**src/rtl/dict_compressor_if.sv**
```systemverilog
// Handshake bundle for dict_compressor: serial chunk input on one side,
// lookup result with valid/ready on the other.
interface dict_compressor_if #(
    parameter int CHUNK_SIZE = 8,
    parameter int INDEX_BITS = 4
);
    // Valid/ready: a result transfers on a rising edge where out_valid and
    // out_ready are both high. While out_valid is high and out_ready is low,
    // compressed_index, hit and chunk_out hold stable. serial_in is sampled
    // only on edges where shift_enable is high and busy is low.
    logic                  serial_in;
    logic                  shift_enable;
    logic                  out_ready;
    logic [INDEX_BITS-1:0] compressed_index;
    logic                  hit;
    logic [CHUNK_SIZE-1:0] chunk_out;
    logic                  out_valid;
    logic                  busy;

    modport master (
        output serial_in, shift_enable, out_ready,
        input  compressed_index, hit, chunk_out, out_valid, busy
    );

    modport slave (
        input  serial_in, shift_enable, out_ready,
        output compressed_index, hit, chunk_out, out_valid, busy
    );
endinterface

```
**src/rtl/dict_compressor.sv**
```systemverilog
// Serial-in dictionary compressor: assembles a chunk MSB first, then scans a
// fixed codebook one entry per cycle and reports the lowest matching index.
module dict_compressor #(
    parameter int CHUNK_SIZE    = 8,
    parameter int CODEBOOK_SIZE = 16,
    parameter int INDEX_BITS    = $clog2(CODEBOOK_SIZE)
) (
    input  logic                clk,
    input  logic                rst_n,
    dict_compressor_if.slave    io_bus,
    output logic [1:0]          o_dbg_state
);
    localparam int CNT_W = $clog2(CHUNK_SIZE);

    typedef enum logic [1:0] {
        S_COLLECT = 2'd0,
        S_SEARCH  = 2'd1,
        S_DONE    = 2'd2
    } state_t;

    state_t                r_state;
    state_t                w_state_next;
    logic [CHUNK_SIZE-1:0] r_shreg;
    logic [CNT_W-1:0]      r_bit_cnt;
    logic [INDEX_BITS-1:0] r_search_idx;
    logic [INDEX_BITS-1:0] r_compressed_index;
    logic                  r_hit;
    logic                  r_out_valid;
    logic                  w_last_bit;
    logic                  w_match;
    logic                  w_last_idx;

    function automatic logic [CHUNK_SIZE-1:0] cb_entry(input logic [INDEX_BITS-1:0] idx);
        logic [7:0] e;
        case (int'(idx))
            0:       e = 8'b00000000;
            1:       e = 8'b00100010;
            2:       e = 8'b10011001;
            3:       e = 8'b10111011;
            4:       e = 8'b11111111;
            5:       e = 8'b10001000;
            6:       e = 8'b11001100;
            7:       e = 8'b01110111;
            8:       e = 8'b00001111;
            9:       e = 8'b11110000;
            10:      e = 8'b01010101;
            11:      e = 8'b10101010;
            12:      e = 8'b00110011;
            13:      e = 8'b11001100;
            14:      e = 8'b11100011;
            15:      e = 8'b00011100;
            default: e = 8'b00000000;
        endcase
        return CHUNK_SIZE'(e);
    endfunction

    assign w_last_bit = (r_bit_cnt == CNT_W'(CHUNK_SIZE - 1));
    assign w_match    = (cb_entry(r_search_idx) == r_shreg);
    assign w_last_idx = (r_search_idx == INDEX_BITS'(CODEBOOK_SIZE - 1));

    always_comb begin
        w_state_next = r_state;
        case (r_state)
            S_COLLECT: if (io_bus.shift_enable && w_last_bit) w_state_next = S_SEARCH;
            S_SEARCH:  if (w_match || w_last_idx) w_state_next = S_DONE;
            S_DONE:    if (io_bus.out_ready) w_state_next = S_COLLECT;
            default:   w_state_next = S_COLLECT;
        endcase
    end

    always_ff @(posedge clk or negedge rst_n) begin
        if (!rst_n) r_state <= S_COLLECT;
        else        r_state <= w_state_next;
    end

    always_ff @(posedge clk or negedge rst_n) begin
        if (!rst_n) begin
            r_shreg            <= '0;
            r_bit_cnt          <= '0;
            r_search_idx       <= '0;
            r_compressed_index <= '0;
            r_hit              <= 1'b0;
            r_out_valid        <= 1'b0;
        end else begin
            case (r_state)
                S_COLLECT: begin
                    if (io_bus.shift_enable) begin
                        r_shreg <= {r_shreg[CHUNK_SIZE-2:0], io_bus.serial_in};
                        if (w_last_bit) begin
                            r_bit_cnt    <= '0;
                            r_search_idx <= '0;
                        end else begin
                            r_bit_cnt <= r_bit_cnt + 1'b1;
                        end
                    end
                end
                S_SEARCH: begin
                    // Scan ascending so duplicate entries resolve to the lowest index.
                    if (w_match) begin
                        r_compressed_index <= r_search_idx;
                        r_hit              <= 1'b1;
                        r_out_valid        <= 1'b1;
                    end else if (w_last_idx) begin
                        r_compressed_index <= '0;
                        r_hit              <= 1'b0;
                        r_out_valid        <= 1'b1;
                    end else begin
                        r_search_idx <= r_search_idx + 1'b1;
                    end
                end
                S_DONE: begin
                    if (io_bus.out_ready) begin
                        r_out_valid <= 1'b0;
                        r_bit_cnt   <= '0;
                    end
                end
                default: ;
            endcase
        end
    end

    assign io_bus.compressed_index = r_compressed_index;
    assign io_bus.hit              = r_hit;
    assign io_bus.chunk_out        = r_shreg;
    assign io_bus.out_valid        = r_out_valid;
    assign io_bus.busy             = (r_state != S_COLLECT);
    assign o_dbg_state             = r_state;
endmodule

```
**src/flat_wrapper.sv**
```systemverilog
// flat-port wrapper written by rule: the top's interface ports become plain ports
module dict_compressor_flat 
#(
    parameter int CHUNK_SIZE    = 8,
    parameter int CODEBOOK_SIZE = 16,
    parameter int INDEX_BITS    = $clog2(CODEBOOK_SIZE)
)
  (clk, rst_n, o_dbg_state, io_bus_serial_in, io_bus_shift_enable, io_bus_out_ready, io_bus_compressed_index, io_bus_hit, io_bus_chunk_out, io_bus_out_valid, io_bus_busy);
  dict_compressor_if #(.CHUNK_SIZE(CHUNK_SIZE), .INDEX_BITS(INDEX_BITS)) io_bus_i ();
  input  logic clk;
  input  logic rst_n;
  output logic [1:0] o_dbg_state;
  input wire logic [$bits(io_bus_i.serial_in)-1:0] io_bus_serial_in;
  input wire logic [$bits(io_bus_i.shift_enable)-1:0] io_bus_shift_enable;
  input wire logic [$bits(io_bus_i.out_ready)-1:0] io_bus_out_ready;
  output wire logic [$bits(io_bus_i.compressed_index)-1:0] io_bus_compressed_index;
  output wire logic [$bits(io_bus_i.hit)-1:0] io_bus_hit;
  output wire logic [$bits(io_bus_i.chunk_out)-1:0] io_bus_chunk_out;
  output wire logic [$bits(io_bus_i.out_valid)-1:0] io_bus_out_valid;
  output wire logic [$bits(io_bus_i.busy)-1:0] io_bus_busy;
  assign io_bus_i.serial_in = io_bus_serial_in;
  assign io_bus_i.shift_enable = io_bus_shift_enable;
  assign io_bus_i.out_ready = io_bus_out_ready;
  assign io_bus_compressed_index = io_bus_i.compressed_index;
  assign io_bus_hit = io_bus_i.hit;
  assign io_bus_chunk_out = io_bus_i.chunk_out;
  assign io_bus_out_valid = io_bus_i.out_valid;
  assign io_bus_busy = io_bus_i.busy;
  dict_compressor #(.CHUNK_SIZE(CHUNK_SIZE), .CODEBOOK_SIZE(CODEBOOK_SIZE), .INDEX_BITS(INDEX_BITS)) u_core (.clk(clk), .rst_n(rst_n), .io_bus(io_bus_i), .o_dbg_state(o_dbg_state));
endmodule
```
**config.mk**
```make
export PLATFORM = sky130hd
export DESIGN_NAME = dict_compressor_flat
export DESIGN_NICKNAME = d
export VERILOG_FILES = /design/src/rtl/dict_compressor_if.sv /design/src/rtl/dict_compressor.sv /design/src/flat_wrapper.sv
export SDC_FILE = /design/constraint.sdc
export NUM_CORES = 1
export LEC_CHECK = 0
export CAP_MARGIN = 0
export CELL_PAD_IN_SITES_DETAIL_PLACEMENT = 1
export CELL_PAD_IN_SITES_GLOBAL_PLACEMENT = 1
export CORE_ASPECT_RATIO = 0.7
export CORE_MARGIN = 10
export CORE_UTILIZATION = 43
export DETAILED_ROUTE_END_ITERATION = 8
export PLACE_DENSITY = 0.82
export SLEW_MARGIN = 0
export SYNTH_ARGS = -nofsm -noshare
export SYNTH_HDL_FRONTEND = slang
export SYNTH_SLANG_ARGS = --single-unit
export TNS_END_PERCENT = 5
```
**constraint.sdc**
```tcl
create_clock -name clk -period 5.59 [get_ports clk]
set_input_delay 1.3975 -clock clk [delete_from_list [all_inputs] [get_ports clk]]
set_output_delay 1.3975 -clock clk [all_outputs]
set_load 0.1 [all_outputs]
```
==> results of run 1 <==
per-stage QoR:
step                       util  std cells  setup slack [ns]  instance area (sq um)
after floorplan               -        160              2.17                   1530
after global placement    0.506        223              2.28                   1760
after detailed placement  0.506        223              2.21                   1760
after CTS                 0.519        227              1.92                   1800
after global routing      0.519        227              1.82                   1800
final                     0.519        227              1.93                   1800
cells in the mapped netlist, types with 2 or more instances:
library cell / count
o211ai_1: 4
o21ai_1: 3
a21o_1: 2
mux2i_1: 3
nor2_1: 3
dfrtp_1: 23
xnor2_1: 5
a21oi_1: 8
nand3_1: 4
mux2_2: 6
a22o_1: 4
nand3b_1: 2
clkbuf_1: 2
o21ai_0: 8
inv_1: 11
nand2b_1: 2
and3_1: 2
nand2_1: 17
inv_2: 2
ha_1: 7
and2_1: 2
nor2b_1: 5
buf_2: 4
or4_1: 2
a211oi_1: 2
nor4_1: 3
worst max-delay path: stages, from the launching register on:
cell	delay (ns)
dfrtp_1	0.38
inv_1	0.09
ha_1	0.27
inv_1	0.11
clkdlybuf4s50_1	1.14
layout make-up:
| type | count | area share |
|---|---|---|
| sequential | 23 | 0.319 |
| timing repair buffer | 21 | 0.117 |
| multi-input combinational | 116 | 0.477 |
| inverter | 13 | 0.0271 |
| tap | 50 | 0.0347 |
| clock buffer | 4 | 0.0250 |
cell usage in the layout, fill, tap and decap left out, drive strengths merged, types with 5 or more instances in the layout:
cell,instances
a21oi,8
clkdlybuf4s50,21
dfrtp,23
ha,7
inv,13
mux2,6
nand2,17
nor2b,5
o21ai,12
xnor2,5
flip-flops by register name, summed over array words and instances, names as in the netlist:
register / cells
u_core.io_bus.compressed_index: 4
u_core.io_bus.out_valid: 1
u_core.io_bus.hit: 1
u_core.r_search_idx: 4
u_core.r_bit_cnt: 3
u_core.o_dbg_state: 2
u_core.io_bus.chunk_out: 8
logic make-up after synthesis:
family                   after synthesis  share of synthesized area
AND/OR/NAND/NOR                       48                      0.172
adder cells (fa/ha/maj)                8                     0.0646
XOR/XNOR                               6                     0.0343
AO/OA/AOI/OAI                         45                      0.227
buffers and inverters                 21                     0.0621
multiplexers                           9                     0.0638
flip-flops                            23                      0.376
routing by layer:
layer	part of all wire	vias to the layer above	GRT usage
met1	0.43	658	0.173
met5	0	-	0
li1	-	616	-
met3	0.051	5	0.0352
met2	0.51	35	0.234
met4	0.010	0	0.0295
how the worst max path moves through the flow:
stage | end | slack [ns]
after floorplan | io_bus_busy | 2.17
after global placement | io_bus_busy | 2.28
after detailed placement | io_bus_busy | 2.21
after CTS | io_bus_busy | 1.92
after global routing | io_bus_busy | 1.82
final | io_bus_busy | 1.93
==> results_dict.tcl, run 1 <==
set metrics [dict create \
    outcome "complete, no violations" \
    async_reset_ff_frac 1.00 \
    yosys.area.top_type "dfrtp_1" \
    synth_cell_types 50 \
    n_antenna_cell 0 \
    grt-ovfl-total 0 \
    synth_top_cell_area_share 0.376 \
    cp_max_fo 6 \
    grt_max_degree 26 \
    synthToLayoutAreaGrowth_pct 17.7 \
    fill_cells 409 \
    reg2reg_to "u_core.io_bus.compressed_index[3]" \
    cts_resized 0 \
    post-route-period-util 0.655 \
    ys_top_cells_by_area "dfrtp_1 38%, ha_1 5.7%, mux2_2 4.4%" \
    fmax_ghz 0.273 \
    finish.net_count 190 \
    hold_start "u_core.io_bus.hit" \
    grt_setup_unrepaired "no" \
    grt_pass1_wl_microns 7450 \
    wire_per_inst_microns 18.6 \
    syn_area_sq_mm 0.00153 \
    reg2regPathDepth 8 \
    worstPathRequired_ns 4.19 \
    r2r_start "u_core.r_search_idx[0]" \
    final_max_slew_viol_count 0 \
    syn-num-nets 172 \
    cts_made_buffers 3 \
    drcViolationCount 0 \
    ys.flop_type "dfrtp_1" \
    tightest_slew_ns 1.10 \
    whs_ns 0.482 \
    clock_latency_ns 0.27 \
    cts-htree-levels 1 \
    start_kind "flop" \
    dieArea_sq_mm 0.00638 \
    yosys_warnings 0 \
    crit_start "u_core.o_dbg_state[0]" \
    clk_pin_slew_ns 0.08 \
    synth_cells 160 \
    crit_type "reg -> out" \
    clockRootBuffer "clkbuf_8" \
    post-cts-setup-buffer-count 0 \
    drive_gt1_frac 0.102 \
    cts_tree "yes" \
    final_hold_viol_count 0 \
    viasPerCell 5.79 \
    synth.avg_cell_area_sq_um 9.56 \
    min_to "u_core.io_bus.hit" \
    crit_arrival_ns 2.26 \
    ant_nets 0 \
    core_area_sq_mm 0.00347 \
    setup_viol 0 \
    r2r_slack_ns 2.57 \
    slew_headroom 0.261 \
    rows 18 \
    dr.pass1.iters 4 \
    hp-class "reg -> reg" \
    endpoint_kind "output port" \
    antenna_found_initial 0 \
    ys_ff_latch 23 \
    final.setup.tns_ns 0 \
    drt_wl_total_microns 4210 \
    multiInputGateArea_sq_um 860 \
    grt_pass1_vias 1444 \
    ys_seq_area_frac 0.376 \
    drt_iter0_markers 82 \
    vias 1314 \
    seqCellArea_sq_um 576 \
    die_w_microns 91.3 \
    place_congestion 0.836 \
    maxCapViolCount 0 \
    grt_use_total 0.138 \
    clkSinkCount 23 \
    io_buffers 21 \
    die-height_microns 69.9 \
    clk_path_buf_depth 2 \
    skew_ns 0.00336 \
    cts_hold_buffers 0 \
    synth-edff-count 0 \
    io_pins 22 \
    period_needed_ns 3.66 \
    hpwlAfterDp_microns 3210 \
    initial_utilization 0.441 \
    whs_path_depth 1 \
]
Power of run 1 is left out: the tool's default activity adds up to more than one toggle a clock period on the data nets, which glitch-free logic cannot reach.
==> run 2: changes to the inputs <==
--- a/config.mk
+++ b/config.mk
@@ -10,9 +10,9 @@
 export CELL_PAD_IN_SITES_GLOBAL_PLACEMENT = 1
 export CORE_ASPECT_RATIO = 0.7
 export CORE_MARGIN = 10
-export CORE_UTILIZATION = 43
+export CORE_UTILIZATION = 37
 export DETAILED_ROUTE_END_ITERATION = 8
-export PLACE_DENSITY = 0.82
+export PLACE_DENSITY = 0.76
 export SLEW_MARGIN = 0
 export SYNTH_ARGS = -nofsm -noshare
 export SYNTH_HDL_FRONTEND = slang
==> constraint.sdc (replaced) <==
create_clock -name clk -period 3.3 [get_ports clk]
set_input_delay 0.825 -clock clk [delete_from_list [all_inputs] [get_ports clk]]
set_output_delay 0.825 -clock clk [all_outputs]
set_load 0.1 [all_outputs]
==> run 2 against run 1 <==
- first-iteration DRC count decreased by 1.2%
- critical endpoint is now u_core.io_bus.compressed_index[3]
- flip-flop and latch count is the same
- count of clock-buffer cells in the layout did not move
- non-clock buffer count rose by 2
- via count fell by 0.61%
- final area decreased by 1.4%
==> results_dict.tcl, run 2 (synthesis results as in run 1) <==
set metrics [dict create \
    final_max_slew_viol_count 0 \
    seqCellArea_sq_um 576 \
    synthToLayoutAreaGrowth_pct 16.1 \
    cts_made_buffers 3 \
    place_ws_ns 0.490 \
    fin_area_sq_mm 0.00178 \
    wire_per_inst_microns 17.8 \
    crit_arrival_ns 3.04 \
    final.setup.tns_ns 0 \
    outcome "complete, no violations" \
    multiInputGateArea_sq_um 860 \
    largest_register_ffs 8 \
    grt_use_total 0.118 \
    cts_tree "yes" \
    clk_path_buf_depth 2 \
    whs_path_depth 2 \
    cts_resized 0 \
    grt_max_degree 26 \
    worstPathRequired_ns 3.46 \
    slew_headroom 0.484 \
    cp_slowest_stage_delay_ns 0.57 \
    final_cell_mix "23 x dfrtp_1, 19 x buf_4, 17 x nand2_1" \
    n_antenna_cell 0 \
    crit_type "reg -> reg" \
    path_buf_inv 1 \
    io_buffers 21 \
    fill_cells 463 \
    grt_pass1_vias 1370 \
    final_common_cell "dfrtp_1" \
    initial_utilization 0.388 \
    cts_hold_buffers 0 \
    cp_max_fo 13 \
    place_congestion 0.855 \
    start_kind "flop" \
    post-cts-setup-buffer-count 0 \
    post-route-period-util 0.873 \
    worst_slack_ns 0.418 \
    die_w_microns 96.9 \
    setup_viol 0 \
    dr.pass1.iters 4 \
    skew_ns 0.00196 \
    dp.cells 227 \
    drcViolationCount 0 \
    reg2regPathDepth 8 \
    clockRootBuffer "clkbuf_8" \
    tightest_slew_ns 0.774 \
    hp-class "reg -> reg" \
    ant_nets 0 \
    clk_pin_slew_ns 0.08 \
    postPlaceCellArea_sq_mm 0.00173 \
    clkSinkCount 23 \
    finish.net_count 192 \
    vias 1306 \
    crit_slowest_cell "ha_1" \
    hpwlAfterDp_microns 3140 \
    drive_gt1_frac 0.207 \
    period_needed_ns 2.88 \
    final_hold_viol_count 0 \
    fin_cells 231 \
    core_area_sq_mm 0.00395 \
    grt-ovfl-total 0 \
    antenna_found_initial 0 \
    clock_latency_ns 0.26 \
    drt_wl_total_microns 4110 \
    rows 19 \
    cp.depth 8 \
    maxCapViolCount 0 \
    fmax_ghz 0.347 \
    crit_chain "inv_1, ha_1, o32ai_1, a222oi_1, o2111ai_2, o21bai_4, nand2_1, a22o_1" \
    r2r_slack_ns 0.42 \
    endpoint_kind "flop" \
    die-height_microns 73.8 \
    grt_setup_unrepaired "no" \
    io_pins 22 \
    grt_pass1_wl_microns 7020 \
    viasPerCell 5.65 \
    dieArea_sq_mm 0.00715 \
    drt_iter0_markers 81 \
    path_delay_family "compound AO/OA/AOI/OAI gates" \
    cts-htree-levels 1 \
]
-- run 2: cell count changes in the layout (fill, tap and decap cells not counted) --
cell             previous run  this run
clkdlybuf4s50_1            21         4
buf_4                       0        19
-- run 2: per-stage QoR --
stage,util,hold WS (ns)
5_1_grt,0.450,0.534
3_5_place_dp,0.439,0.483
6_report,0.450,0.495
4_1_cts,0.450,0.503
2_1_floorplan,-,0.454
3_3_place_gp,0.439,0.464
-- run 2: final timing paths --
check	to	startpoint
worst max-delay path	u_core.io_bus.compressed_index[3]	u_core.r_search_idx[1]
worst min-delay path	u_core.r_bit_cnt[2]	u_core.r_bit_cnt[2]
worst max register to register	u_core.io_bus.compressed_index[3]	u_core.r_search_idx[1]
worst min register to register	u_core.r_bit_cnt[2]	u_core.r_bit_cnt[2]
max in group asynchronous	u_core.io_bus.chunk_out[2]	rst_n
min in group asynchronous	u_core.io_bus.compressed_index[2]	rst_n
-- run 2: area by class of cell --
type	count	share of cell area
clock buffer	4	0.0254
sequential	23	0.324
multi-input combinational	116	0.484
tap	52	0.0366
inverter	13	0.0275
timing repair buffer	23	0.103
-- run 2: routing by layer --
layer | vias up | wire [microns] | GRT usage
li1 | 622 | - | -
met4 | 0 | 8 | 0.0179
met3 | 2 | 102 | 0.0300
met5 | - | 0 | 0
met1 | 666 | 1990 | 0.145
met2 | 16 | 2010 | 0.206
-- run 2: worst reg2reg max path: stages, from the launching register on --
cell       delay, ns
dfrtp_1         0.49
inv_1           0.11
ha_1            0.57
o32ai_1         0.15
a222oi_1        0.45
o2111ai_2       0.31
o21bai_4        0.33
nand2_1         0.17
a22o_1          0.20
Power of run 2 is left out for the same reason.
==> run 3: changes to the inputs <==
--- a/config.mk
+++ b/config.mk
@@ -10,9 +10,10 @@
 export CELL_PAD_IN_SITES_GLOBAL_PLACEMENT = 1
 export CORE_ASPECT_RATIO = 0.7
 export CORE_MARGIN = 10
-export CORE_UTILIZATION = 37
+export CORE_UTILIZATION = 43
 export DETAILED_ROUTE_END_ITERATION = 8
-export PLACE_DENSITY = 0.76
+export DONT_BUFFER_PORTS = 1
+export PLACE_DENSITY = 0.75
 export SLEW_MARGIN = 0
 export SYNTH_ARGS = -nofsm -noshare
 export SYNTH_HDL_FRONTEND = slang
==> run 3 against run 2 <==
- die area fell by 11%
- hold slack worse by 0.26 ns
- maximum frequency is 1.1% higher
- utilization up 3.5 points
- final cell count fell by 5.6%
- count of clock-buffer cells in the layout down 1
- critical path type unchanged
- critical endpoint is now u_core.io_bus.compressed_index[0]
==> results_dict.tcl, run 3 (synthesis results as in run 1) <==
set metrics [dict create \
    synthToLayoutAreaGrowth_pct 9.98 \
    crit_type "reg -> reg" \
    post-route-period-util 0.864 \
    cts-htree-levels 1 \
    antenna_found_initial 0 \
    worst_slack_ns 0.450 \
    fin_area_sq_mm 0.00168 \
    cp_max_fo 13 \
    finish.net_count 181 \
    die-height_microns 69.9 \
    place_congestion 0.826 \
    drt_wl_total_microns 4380 \
    crit_arrival_ns 3.02 \
    endpoint_kind "flop" \
    drt_iter0_markers 100 \
    fin_cells 218 \
    tightest_slew_ns 0.936 \
    crit_chain "inv_1, ha_1, o32ai_1, a222oi_1, o2111ai_2, o21bai_4, nand2_1, a22o_1" \
    wire_per_inst_microns 20.1 \
    dieArea_sq_mm 0.00638 \
    clkSinkCount 23 \
    clk_pin_slew_ns 0.09 \
    wl_met2_microns 2160 \
    rows 18 \
    clk_path_buf_depth 2 \
    io_buffers 0 \
    highest_layer "met4" \
    wl_met1_microns 1950 \
    largest_register_ffs 8 \
    io_pins 22 \
    skew_ns 0.00359 \
    grt_max_degree 24 \
    vias 1277 \
    reg2regPathDepth 8 \
    crit_start "u_core.r_search_idx[1]" \
    r2r_start "u_core.r_search_idx[1]" \
    fmax_ghz 0.351 \
    grt_setup_unrepaired "no" \
    period_needed_ns 2.85 \
    fill_cells 413 \
    crit_slowest_cell "ha_1" \
    ant_nets 0 \
    start_kind "flop" \
    final_max_slew_viol_count 0 \
    final_hold_viol_count 0 \
    final_cell_mix "23 x dfrtp_1, 17 x nand2_1, 12 x buf_4" \
    hp-class "in -> async" \
    cts_tree "yes" \
    outcome "complete, no violations" \
    reg2reg_to "u_core.io_bus.compressed_index[0]" \
    n_antenna_cell 0 \
    r2r_slack_ns 0.45 \
    grt_pass1_wl_microns 7450 \
    final.setup.tns_ns 0 \
    postPlaceCellArea_sq_mm 0.00164 \
    viasPerCell 5.86 \
    drcViolationCount 0 \
    place_ws_ns 0.503 \
    cts_made_buffers 3 \
    dr.pass1.iters 4 \
    final_common_cell "dfrtp_1" \
    post-cts-setup-buffer-count 0 \
    core_area_sq_mm 0.00347 \
    grt-ovfl-total 0 \
    die_w_microns 91.3 \
    wl_met3_microns 234 \
    dp.cells 214 \
    setup_viol 0 \
    maxCapViolCount 0 \
    drive_gt1_frac 0.185 \
    slew_headroom 0.376 \
    cts_hold_buffers 0 \
    grt_pass1_vias 1384 \
    grt_use_total 0.143 \
    clockRootBuffer "clkbuf_8" \
    worstPathRequired_ns 3.47 \
    cp_slowest_stage_delay_ns 0.59 \
    clock_latency_ns 0.27 \
    hpwlAfterDp_microns 3310 \
    initial_utilization 0.441 \
    cts_resized 0 \
]
==> run 3: cell count changes in the layout (fill, tap and decap cells not counted), sizes merged <==
cell / delta
clkdlybuf4s50: -4
clkbuf: -1
buf: -7
clkinv: +1
==> run 3: how the worst max path moves through the flow <==
stage                                   endpoint  slack, ns  cells after the start
2_1_floorplan             u_core.r_search_idx[3]       0.39                      6
3_3_place_gp   u_core.io_bus.compressed_index[0]       0.68                      9
3_5_place_dp   u_core.io_bus.compressed_index[0]       0.50                      9
4_1_cts        u_core.io_bus.compressed_index[0]       0.47                      9
5_1_grt                   u_core.r_search_idx[1]       0.22                      8
6_report       u_core.io_bus.compressed_index[0]       0.45                      8
==> run 3: cell type report <==
cell class              instances  area [sq um]  area share
well taps                      50          62.6      0.0372
clock inverters                 1          5.00     0.00297
flip-flops and latches         23           576       0.342
inverters                      13          48.8      0.0290
clock buffers                   3          41.3      0.0245
repair buffers                 12          90.1      0.0535
multi-input cells             116           860       0.511
==> run 3: layer usage <==
metal  vias to the layer above  global-route usage
met5                         -                   0
met4                         0              0.0381
met3                         4              0.0384
met2                        28               0.237
met1                       650               0.178
li1                        595                   -
==> run 3: through the flow <==
stage	hold WS, ns	util
5_1_grt	0.212	0.485
6_report	0.233	0.485
3_5_place_dp	0.491	0.472
2_1_floorplan	0.454	-
3_3_place_gp	0.470	0.472
4_1_cts	0.230	0.485
==> run 3: critical path, delay by kind of cell (launching register included) <==
family / cells / cell delay [ns]
DFF: 1 / 0.48
AOI/OAI and AO/OA: 5 / 1.40
adders and majority gates: 1 / 0.59
buffers and inverters: 1 / 0.11
and+or+nand+nor: 1 / 0.16
Power of run 3 is left out for the same reason.
